$ cat src/rtl/inc_share_arbiter.sv
// Two-requester round-robin arbiter sharing a single pipelined incrementor.
// Accept in cycle N returns doneX/result/carryOut in cycle N+2.
module inc_share_arbiter #(
  parameter int unsigned SIZE = 8
) (
  input  logic            clk,
  input  logic            rst,
  input  logic            req0,
  input  logic [SIZE-1:0] in0,
  input  logic            req1,
  input  logic [SIZE-1:0] in1,
  output logic            ack0,
  output logic            ack1,
  output logic            done0,
  output logic            done1,
  output logic [SIZE-1:0] result,
  output logic            carryOut
);

  localparam int unsigned NumCells = SIZE / 2;

  logic            last_grant_q;
  logic            vld_q;
  logic            id_q;
  logic [SIZE-1:0] op_q;
  logic            done0_q, done1_q;
  logic [SIZE-1:0] result_q;
  logic            carry_q;

  logic [SIZE-1:0]   sum;
  logic [NumCells:0] carry;
  logic              accept;

  // last_grant_q == 1 means requester 1 won most recently, so requester 0 wins a tie
  always_comb begin
    ack0 = 1'b0;
    ack1 = 1'b0;
    if (!rst) begin
      if (req0 && (!req1 || last_grant_q)) begin
        ack0 = 1'b1;
      end else if (req1) begin
        ack1 = 1'b1;
      end
    end
  end

  assign accept = ack0 | ack1;

  always_ff @(posedge clk or posedge rst) begin
    if (rst) begin
      last_grant_q <= 1'b1;
      vld_q        <= 1'b0;
      id_q         <= 1'b0;
      op_q         <= '0;
    end else begin
      vld_q <= accept;
      if (accept) begin
        op_q         <= ack1 ? in1 : in0;
        id_q         <= ack1;
        last_grant_q <= ack1;
      end
    end
  end

  // Shared incrementor: ripple of 2-bit half-adder cells, carry-in tied high
  assign carry[0] = 1'b1;

  for (genvar g = 0; g < NumCells; g++) begin : g_cell
    logic mid;
    assign sum[2*g]     = op_q[2*g] ^ carry[g];
    assign mid          = op_q[2*g] & carry[g];
    assign sum[2*g+1]   = op_q[2*g+1] ^ mid;
    assign carry[g+1]   = op_q[2*g+1] & mid;
  end

  always_ff @(posedge clk or posedge rst) begin
    if (rst) begin
      done0_q  <= 1'b0;
      done1_q  <= 1'b0;
      result_q <= '0;
      carry_q  <= 1'b0;
    end else begin
      done0_q <= vld_q & ~id_q;
      done1_q <= vld_q & id_q;
      if (vld_q) begin
        result_q <= sum;
        carry_q  <= carry[NumCells];
      end
    end
  end

  assign done0    = done0_q;
  assign done1    = done1_q;
  assign result   = result_q;
  assign carryOut = carry_q;

endmodule
$ cat config.mk
export PLATFORM = sky130hd
export DESIGN_NAME = inc_share_arbiter
export DESIGN_NICKNAME = d
export VERILOG_FILES = /design/src/rtl/inc_share_arbiter.sv
export SDC_FILE = /design/constraint.sdc
export NUM_CORES = 1
export LEC_CHECK = 0
export BUFFER_PORTS_ARGS = -buffer_cell sky130_fd_sc_hd__buf_2
export CELL_PAD_IN_SITES_DETAIL_PLACEMENT = 1
export CELL_PAD_IN_SITES_GLOBAL_PLACEMENT = 1
export CORE_UTILIZATION = 42
export CTS_BUF_LIST = sky130_fd_sc_hd__clkbuf_4 sky130_fd_sc_hd__clkbuf_8
export CTS_CLUSTER_SIZE = 20
export DETAILED_ROUTE_END_ITERATION = 10
export PLACE_DENSITY_LB_ADDON = 0.2
export SLEW_MARGIN = 15
export SYNTH_ARGS = -nofsm -noshare
export SYNTH_HDL_FRONTEND = slang
export SYNTH_SLANG_ARGS = --single-unit
$ cat constraint.sdc
create_clock -name clk -period 3.2 [get_ports clk]
set_input_delay 0.64 -clock clk [delete_from_list [all_inputs] [get_ports clk]]
set_output_delay 0.64 -clock clk [all_outputs]
set_load 0.05 [all_outputs]
==> results of run 1 <==
-- stage by stage --
step | cell area (um2) | power, W | instances | setup slack (ns) | util (%)
after detailed placement | 1180 | 0.000650 | 146 | 1.03 | 52.2
after floorplan | 1030 | 0.000573 | 92 | 0.654 | -
after CTS | 1210 | 0.000811 | 150 | 1.01 | 53.8
final | 1210 | 0.000804 | 150 | 1.02 | 53.8
after global placement | 1180 | 0.000636 | 146 | 1.11 | 52.2
after global routing | 1210 | 0.000844 | 150 | 0.953 | 53.8
-- synthesized netlist by cell type --
master     n
buf_6      1
buf_8      1
a21oi_1    1
mux2_2     8
dfrtp_1   21
nand2_1    1
inv_1      3
and2b_1    1
nor2b_1    1
buf_2      3
nand3_1    8
o22ai_1    1
nand2b_1   1
a211oi_1   1
dfstp_2    1
ha_1       7
and2_1     2
o21ba_2    1
buf_4      1
o21ai_1    6
nor2_1    12
o21ai_0    2
a31oi_1    8
-- kinds of logic after synthesis --
kind of cell	after synthesis	share of synthesized area, %
flops	22	53.6
buf+inv	9	5.83
fa+ha+maj	7	8.51
compound gates	20	11.5
mux	8	8.75
simple gates	26	11.8
-- routing by layer --
metal,routed length (um),vias to the layer above,GRT usage (%)
li1,-,383,-
met1,1070,385,27.9
met2,1240,21,35.7
met3,62,5,3.51
met4,50,0,10.8
met5,0,-,0
-- sequential cells by signal (all words and copies together) (netlist names) --
name / count
op_q: 8
result: 8
id_q: 1
done1: 1
last_grant_q: 1
carryOut: 1
vld_q: 1
done0: 1
-- area by class of cell --
| type | count | area (um2) | share of cell area (%) |
|---|---|---|---|
| Timing Repair Buffer | 32 | 160 | 13.2 |
| Tap cell | 28 | 35.0 | 2.89 |
| Sequential cell | 22 | 552 | 45.5 |
| Clock buffer | 4 | 36.3 | 2.99 |
| Inverter | 3 | 11.3 | 0.929 |
| Multi-Input combinational cell | 61 | 418 | 34.5 |
-- worst paths after layout --
path                       slack [ns]           startpoint  cells after the start                    end
max                              1.02  op_q[0]$_DFFE_PP0P_                      8  result[7]$_DFFE_PP0P_
min                              0.48     id_q$_DFFE_PP0P_                      1        done0$_DFF_PP0_
max reg2reg                      1.02  op_q[0]$_DFFE_PP0P_                      8  result[7]$_DFFE_PP0P_
min reg2reg                      0.48     id_q$_DFFE_PP0P_                      1        done0$_DFF_PP0_
max in group asynchronous        2.19                  rst                      2    op_q[5]$_DFFE_PP0P_
min in group asynchronous        0.49                  rst                      2    op_q[1]$_DFFE_PP0P_
-- power groups by stage --
stage / clock, W / combinational, W / sequential [W]
final: 0.000163 / 0.000279 / 0.000363
after global routing: 0.000172 / 0.000300 / 0.000372
after CTS: 0.000164 / 0.000283 / 0.000364
after detailed placement: 0 / 0.000281 / 0.000369
after global placement: 0 / 0.000271 / 0.000365
after floorplan: 0 / 0.0000929 / 0.000480
==> results.json, run 1 <==
{
  "cp.required_ns": 3.42,
  "portBuffers": 32,
  "ir_drop_mv": 0.275,
  "vias": 794,
  "cts_setup_buffers": 0,
  "clockRootBuffer": "clkbuf_4",
  "status": "completed",
  "crit_chain": "ha_1 > ha_1 > ha_1 > ha_1 > ha_1 > ha_1 > ha_1 > mux2_2",
  "synth_area_mm2": 0.00103,
  "pwr-share-clk_pct": 20.2,
  "hold_buffers": 0,
  "hold_class": "reg -> reg",
  "p_int_w": 0.000482,
  "finalMaxSlewViolations": 0,
  "wl_per_cell_um": 16.1,
  "netlist_instances": 92,
  "grt_max_degree": 23,
  "cpMaxStageDelayCell": "dfrtp_1",
  "dr.pass1.iters": 4,
  "grt_util_all_layers_pct": 21.8,
  "die-height_um": 51.5,
  "core_area_mm2": 0.00225,
  "p_comb_share_pct": 34.7,
  "wirelength_mm": 2.42,
  "min_period_ns": 2.18,
  "switching_share_pct": 40.1,
  "ys_seq_area_share_pct": 53.6,
  "gp_congestion": 0.741,
  "critPathBufInv": 0,
  "tightest_slew_ns": 0.836,
  "dp_hpwl_mm": 1.77,
  "maxCapViolCount": 0,
  "crit_fanout": 3,
  "start_util_pct": 45.7,
  "synth_top_area_cell": "dfrtp_1",
  "layout_common_cells": "32 x buf_2, 21 x dfrtp_1, 12 x nor2_1",
  "clk_path_buf_depth": 2,
  "rsz0062_at_grt": "false",
  "htree_levels": 1,
  "netlist.area_leader.share_pct": 51.0,
  "overflow": 0,
  "clock-sinks": 22,
  "p_per_area_mw_per_mm2": 663,
  "cp_common_cell": "ha_1",
  "cts_made_buffers": 3,
  "drc": 0,
  "pin_count": 33,
  "clock_latency_ns": 0.32,
  "antenna_cells": 0,
  "postSynthAreaPerCell_um2": 11.2,
  "setup_tns_ns": 0,
  "rows": 17,
  "syn2layout_area_growth_pct": 17.7,
  "post_cts_resized": 0,
  "synthDistinctLibCells": 23,
  "drive_above_1_share_pct": 37.7,
  "grt_pass1_vias": 827,
  "max_freq_ghz": 0.459,
  "startpoint_type": "flop",
  "ys_warn_count": 0,
  "seq_power_share_pct": 45.1,
  "grt_pass1_wl_mm": 4.02,
  "criticalPathCategory": "reg -> reg",
  "synth-seq-cells": 22,
  "via_per_inst": 5.29,
  "num-fill-cells": 274,
  "ant_nets": 0,
  "die_x_um": 51.5,
  "slowest_delay_ns": 0.43,
  "synth_area_leaders": "dfrtp_1 51%, mux2_2 8.7%, ha_1 8.5%, a31oi_1 4.9%, nor2_1 4.4%",
  "setup_viol": 0,
  "maxSlewHeadroom_pct": 44.2,
  "period_share_pct": 68.1,
  "hold_slack_ns": 0.479,
  "tritoncts": "yes",
  "final_nets": 150,
  "skew_ns": 0.00599,
  "synthesis.nets": 119,
  "mostFrequentLayoutCell": "buf_2",
  "cp-end-kind": "flop",
  "die_area_mm2": 0.00265,
  "critical_path.top_delay_family": "adder cells",
  "leakage_nw": 0.583,
  "drt_iter0_drc": 4,
  "netSwitchingPower_w": 0.000322,
  "cts.reportedPaths.clkPinSlew_ns": 0.13,
  "grt_antenna_before_repair": 0,
  "hold_violations": 0,
  "worstPathArrival_ns": 2.39
}
Power figures use the tool's default switching activity.
==> run 2, diff against run 1 <==
--- a/config.mk
+++ b/config.mk
@@ -8,7 +8,7 @@
 export BUFFER_PORTS_ARGS = -buffer_cell sky130_fd_sc_hd__buf_2
 export CELL_PAD_IN_SITES_DETAIL_PLACEMENT = 1
 export CELL_PAD_IN_SITES_GLOBAL_PLACEMENT = 1
-export CORE_UTILIZATION = 42
+export CORE_UTILIZATION = 36
 export CTS_BUF_LIST = sky130_fd_sc_hd__clkbuf_4 sky130_fd_sc_hd__clkbuf_8
 export CTS_CLUSTER_SIZE = 20
 export DETAILED_ROUTE_END_ITERATION = 10
==> constraint.sdc (replaced) <==
create_clock -name clk -period 1.8 [get_ports clk]
set_input_delay 0.36 -clock clk [delete_from_list [all_inputs] [get_ports clk]]
set_output_delay 0.36 -clock clk [all_outputs]
set_load 0.05 [all_outputs]
==> run 2 against run 1 <==
Clock power increased by 66%. Hold slack got worse by 0.36 ns. Maximum frequency increased by 12%. The run now ends with negative setup slack left. Cell count increased by 6.0%. Critical path type unchanged. Worst setup slack got worse by 1.2 ns. Wire length increased by 0.83%. Highest routed layer unchanged.
==> results.json, run 2 (same netlist as run 1, synthesis figures left out) <==
{
  "status": "complete, but fails checks",
  "failed_checks": "negative setup slack",
  "clock-sinks": 22,
  "rows": 19,
  "period_share_pct": 108,
  "grt_util_all_layers_pct": 18.6,
  "setup_viol": 3,
  "criticalPathCategory": "reg -> reg",
  "fin_total_pwr_w": 0.00147,
  "dr.pass1.iters": 4,
  "p_int_w": 0.000900,
  "p_comb_share_pct": 37.3,
  "maxCapViolCount": 0,
  "rsz0062_at_grt": "true",
  "setup_tns_ns": -0.246,
  "reg2regPathDepth": 8,
  "wirelength_mm": 2.44,
  "routed.top_layer": "met4",
  "startpoint_type": "flop",
  "cpMaxStageDelayCell": "dfrtp_1",
  "p_per_area_mw_per_mm2": 1080,
  "mostFrequentLayoutCell": "buf_2",
  "grt_max_degree": 23,
  "tritoncts": "yes",
  "htree_levels": 1,
  "ant_nets": 0,
  "hold_violations": 0,
  "portBuffers": 32,
  "antenna_cells": 0,
  "drc": 0,
  "skew_ns": 0.00200,
  "cts.reportedPaths.clkPinSlew_ns": 0.12,
  "cp_common_cell": "ha_4",
  "layout_setup_ws_ns": -0.152,
  "switching_share_pct": 38.8,
  "core_area_mm2": 0.00273,
  "die-height_um": 55.5,
  "crit_chain": "ha_2 > ha_4 > ha_4 > ha_4 > ha_4 > ha_4 > ha_4 > mux2_4",
  "seq_power_share_pct": 44.4,
  "finalMaxSlewViolations": 0,
  "layout_common_cells": "31 x buf_2, 21 x dfrtp_1, 12 x nor2_1",
  "start_util_pct": 37.7,
  "max_freq_ghz": 0.512,
  "min_period_ns": 1.95,
  "cp.required_ns": 2.00,
  "critical_path.top_delay_family": "adder cells",
  "ir_drop_mv": 0.773,
  "pin_count": 33,
  "route.layer.met1.wl_mm": 1.12,
  "vias": 812,
  "final_nets": 156,
  "tightest_slew_ns": 0.496,
  "clk_path_buf_depth": 2,
  "cp.depth": 8,
  "grt_antenna_before_repair": 0,
  "wl_per_cell_um": 15.3,
  "clock_latency_ns": 0.30,
  "place_ws_ns": -0.154,
  "num-fill-cells": 309,
  "hold_buffers": 0,
  "crit_fanout": 2,
  "hold_slack_ns": 0.116,
  "cp-end-kind": "flop",
  "clockRootBuffer": "clkbuf_4",
  "worstPathArrival_ns": 2.15,
  "grt_pass1_wl_mm": 4.37,
  "die_x_um": 55.5,
  "syn2layout_area_growth_pct": 32.6,
  "slowest_delay_ns": 0.42,
  "hold_class": "in -> async",
  "drt_iter0_drc": 13,
  "netSwitchingPower_w": 0.000570,
  "cts_made_buffers": 3,
  "critPathBufInv": 0,
  "grt_pass1_vias": 919,
  "leakage_nw": 0.616,
  "maxSlewHeadroom_pct": 66.9,
  "met2_wirelength_mm": 1.20,
  "pwr-share-clk_pct": 18.3,
  "gp_congestion": 0.709,
  "via_per_inst": 5.11,
  "met3_length_um": 89,
  "overflow": 0,
  "die_area_mm2": 0.00308,
  "drive_above_1_share_pct": 47.7
}
-- run 2: path summary, 6_finish.rpt --
kind,slack (ns),endpoint,from
max reg2reg,-0.15,result[7]$_DFFE_PP0P_,op_q[1]$_DFFE_PP0P_
max in group asynchronous,1.41,last_grant_q$_DFFE_PP1P_,rst
min,0.12,id_q$_DFFE_PP0P_,rst
max,-0.15,result[7]$_DFFE_PP0P_,op_q[1]$_DFFE_PP0P_
min reg2reg,0.45,done0$_DFF_PP0_,id_q$_DFFE_PP0P_
min in group clk,0.31,op_q[3]$_DFFE_PP0P_,in1[3]
-- run 2: power groups by stage --
stage | combinational [W] | clock (W) | sequential (W)
final | 0.000548 | 0.000270 | 0.000652
after global routing | 0.000593 | 0.000298 | 0.000669
after CTS | 0.000541 | 0.000280 | 0.000654
after detailed placement | 0.000541 | 0 | 0.000663
after global placement | 0.000532 | 0 | 0.000658
after floorplan | 0.000193 | 0 | 0.000864
-- run 2: metrics by stage --
| stage | area [um2] | instances | util (%) |
|---|---|---|---|
| 5_1_grt | 1370 | 159 | 49.9 |
| 2_1_floorplan | 1120 | 92 | - |
| 3_5_place_dp | 1300 | 153 | 47.6 |
| 6_report | 1370 | 159 | 49.9 |
| 4_1_cts | 1340 | 157 | 49.0 |
| 3_3_place_gp | 1300 | 153 | 47.6 |
-- run 2: final cells by class --
class | count | area [um2] | area share [%]
flip-flops and latches | 22 | 552 | 40.4
multi-input cells | 61 | 515 | 37.8
repair buffers | 38 | 211 | 15.5
well taps | 31 | 38.8 | 2.84
clock buffers | 4 | 36.3 | 2.66
inverters | 3 | 11.3 | 0.825
-- run 2: layer usage --
metal | GRT usage (%) | up-vias
met4 | 7.50 | 0
met2 | 31.3 | 22
li1 | - | 395
met1 | 24.0 | 391
met5 | 0 | -
met3 | 2.81 | 4
-- run 2: repair_timing --
action,4_1_cts,5_1_grt
setup buffers,0,2
endpoints found under the setup margin,4,4
hold endpoints to repair,0,0
gates cloned,0,0
resized for setup,1,3
pin swaps,4,1
-- run 2: worst register-to-register path, cell delays in order (launching register included) --
cell,delay [ns]
dfrtp_1,0.42
ha_2,0.21
ha_4,0.16
ha_4,0.15
ha_4,0.16
ha_4,0.15
ha_4,0.15
ha_4,0.20
mux2_4,0.25
==> run 3, diff against run 2 <==
--- a/config.mk
+++ b/config.mk
@@ -17,3 +17,4 @@
 export SYNTH_ARGS = -nofsm -noshare
 export SYNTH_HDL_FRONTEND = slang
 export SYNTH_SLANG_ARGS = --single-unit
+export TNS_END_PERCENT = 1
==> run 3 against run 2 <==
Via count grew 4.2%. Global-route usage shrank 1.0 points. The flow still finishes with violations (negative setup slack). Largest cell class unchanged. Register-to-register slack is essentially flat. Sequential cell count is the same.
==> results.json, run 3 (same netlist as run 1, synthesis figures left out) <==
{
  "status": "complete, but fails checks",
  "failed_checks": "negative setup slack",
  "skew_ns": 0.00783,
  "clk_path_buf_depth": 2,
  "vias": 846,
  "final_cell_area_mm2": 0.00136,
  "wirelength_mm": 2.46,
  "final_nets": 158,
  "grt_max_degree": 19,
  "dp_cells": 153,
  "dpl_cell_area_mm2": 0.00121,
  "period_share_pct": 108,
  "die_area_mm2": 0.00308,
  "cts_made_buffers": 3,
  "portBuffers": 32,
  "htree_levels": 1,
  "drive_above_1_share_pct": 47.7,
  "min_period_ns": 1.94,
  "clock_latency_ns": 0.29,
  "leakage_nw": 0.621,
  "slowest_delay_ns": 0.40,
  "tightest_slew_ns": 0.516,
  "cp.required_ns": 1.99,
  "drc": 0,
  "pin_count": 33,
  "cts.reportedPaths.clkPinSlew_ns": 0.12,
  "maxSlewHeadroom_pct": 65.6,
  "cpMaxStageDelayCell": "dfrtp_1",
  "gp_congestion": 0.707,
  "rows": 19,
  "start_util_pct": 37.7,
  "cp-end-kind": "flop",
  "grt_antenna_before_repair": 0,
  "startpoint_type": "flop",
  "maxCapViolCount": 0,
  "tritoncts": "yes",
  "max_freq_ghz": 0.515,
  "die-height_um": 55.5,
  "critPathBufInv": 0,
  "hold_violations": 0,
  "drt_iter0_drc": 8,
  "critical_path.top_delay_family": "adder cells",
  "fin_util_pct": 49.8,
  "setup_viol": 2,
  "clockRootBuffer": "clkbuf_4",
  "die_x_um": 55.5,
  "core_area_mm2": 0.00273,
  "grt_util_all_layers_pct": 17.6,
  "crit_chain": "ha_2 > ha_4 > ha_4 > ha_4 > ha_4 > ha_4 > ha_4 > mux2_4",
  "criticalPathCategory": "reg -> reg",
  "via_per_inst": 5.25,
  "rsz0062_at_grt": "true",
  "wl_per_cell_um": 15.3,
  "hold_buffers": 0,
  "layout_common_cells": "31 x buf_2, 21 x dfrtp_1, 12 x nor2_1",
  "clock-sinks": 22,
  "grt_pass1_wl_mm": 4.11,
  "fin_cells": 161,
  "dr.pass1.iters": 2,
  "grt_pass1_vias": 865,
  "overflow": 0,
  "layout_setup_ws_ns": -0.141,
  "num-fill-cells": 309,
  "antenna_cells": 0,
  "p_per_area_mw_per_mm2": 1060,
  "hold_class": "in -> async",
  "dp_hpwl_mm": 1.70,
  "mostFrequentLayoutCell": "buf_2",
  "worstPathArrival_ns": 2.13,
  "ir_drop_mv": 0.603,
  "ant_nets": 0,
  "finalMaxSlewViolations": 0,
  "crit_fanout": 2,
  "hold_slack_ns": 0.0948,
  "cp_common_cell": "ha_4",
  "syn2layout_area_growth_pct": 32.3
}
-- run 3: cell types whose count changed in the layout (fill, tap and decap cells not counted), sizes merged --
cell	before	now
buf	38	40
-- run 3: timing repair --
item	CTS	global route
endpoints found under the setup margin	4	4
buffers inserted	2	2
hold endpoints to repair	0	0
gates resized for setup	13	3
pin swaps	2	2
-- run 3: through the flow --
stage / power [W] / worst slack [ns] / TNS [ns]
2_1_floorplan: 0.00102 / -0.246 / -0.472
3_3_place_gp: 0.00115 / -0.270 / -0.550
3_5_place_dp: 0.00116 / -0.345 / -0.758
4_1_cts: 0.00145 / -0.148 / -0.234
5_1_grt: 0.00154 / -0.172 / -0.315
6_report: 0.00145 / -0.141 / -0.221
-- run 3: per-layer routing --
metal	vias up	track usage (%)	routed length, um
li1	402	-	-
met2	16	29.3	1290
met1	426	22.7	1080
met3	2	2.81	71
met4	0	7.50	23
met5	-	0	0
-- run 3: worst paths after layout --
check	end	startpoint	slack, ns	cells past startpoint
max	result[7]$_DFFE_PP0P_	op_q[0]$_DFFE_PP0P_	-0.14	8
min	result[5]$_DFFE_PP0P_	rst	0.09	2
min reg2reg	done0$_DFF_PP0_	id_q$_DFFE_PP0P_	0.45	1
max in group asynchronous	op_q[2]$_DFFE_PP0P_	rst	1.18	3
min in group clk	op_q[0]$_DFFE_PP0P_	in1[0]	0.32	3
max reg2reg	result[7]$_DFFE_PP0P_	op_q[0]$_DFFE_PP0P_	-0.14	8
-- run 3: where the power goes --
part,internal (W),leakage (nW),switching [W]
Clock,0.000101,0.0184,0.000134
Combinational,0.000195,0.347,0.000364
Sequential,0.000588,0.255,0.0000653
Total,0.000884,0.621,0.000563
-- run 3: worst reg2reg max path, cell delays in order, from the launching register on --
cell	delay (ns)
dfrtp_1	0.40
ha_2	0.20
ha_4	0.16
ha_4	0.16
ha_4	0.16
ha_4	0.15
ha_4	0.15
ha_4	0.20
mux2_4	0.25
-- run 3: final cells by class --
type | count | area (um2) | area share (%)
tap | 31 | 38.8 | 2.85
inverter | 3 | 11.3 | 0.826
clock buffer | 4 | 30.0 | 2.20
sequential | 22 | 552 | 40.5
multi-input combinational | 61 | 504 | 37.0
timing repair buffer | 40 | 226 | 16.6
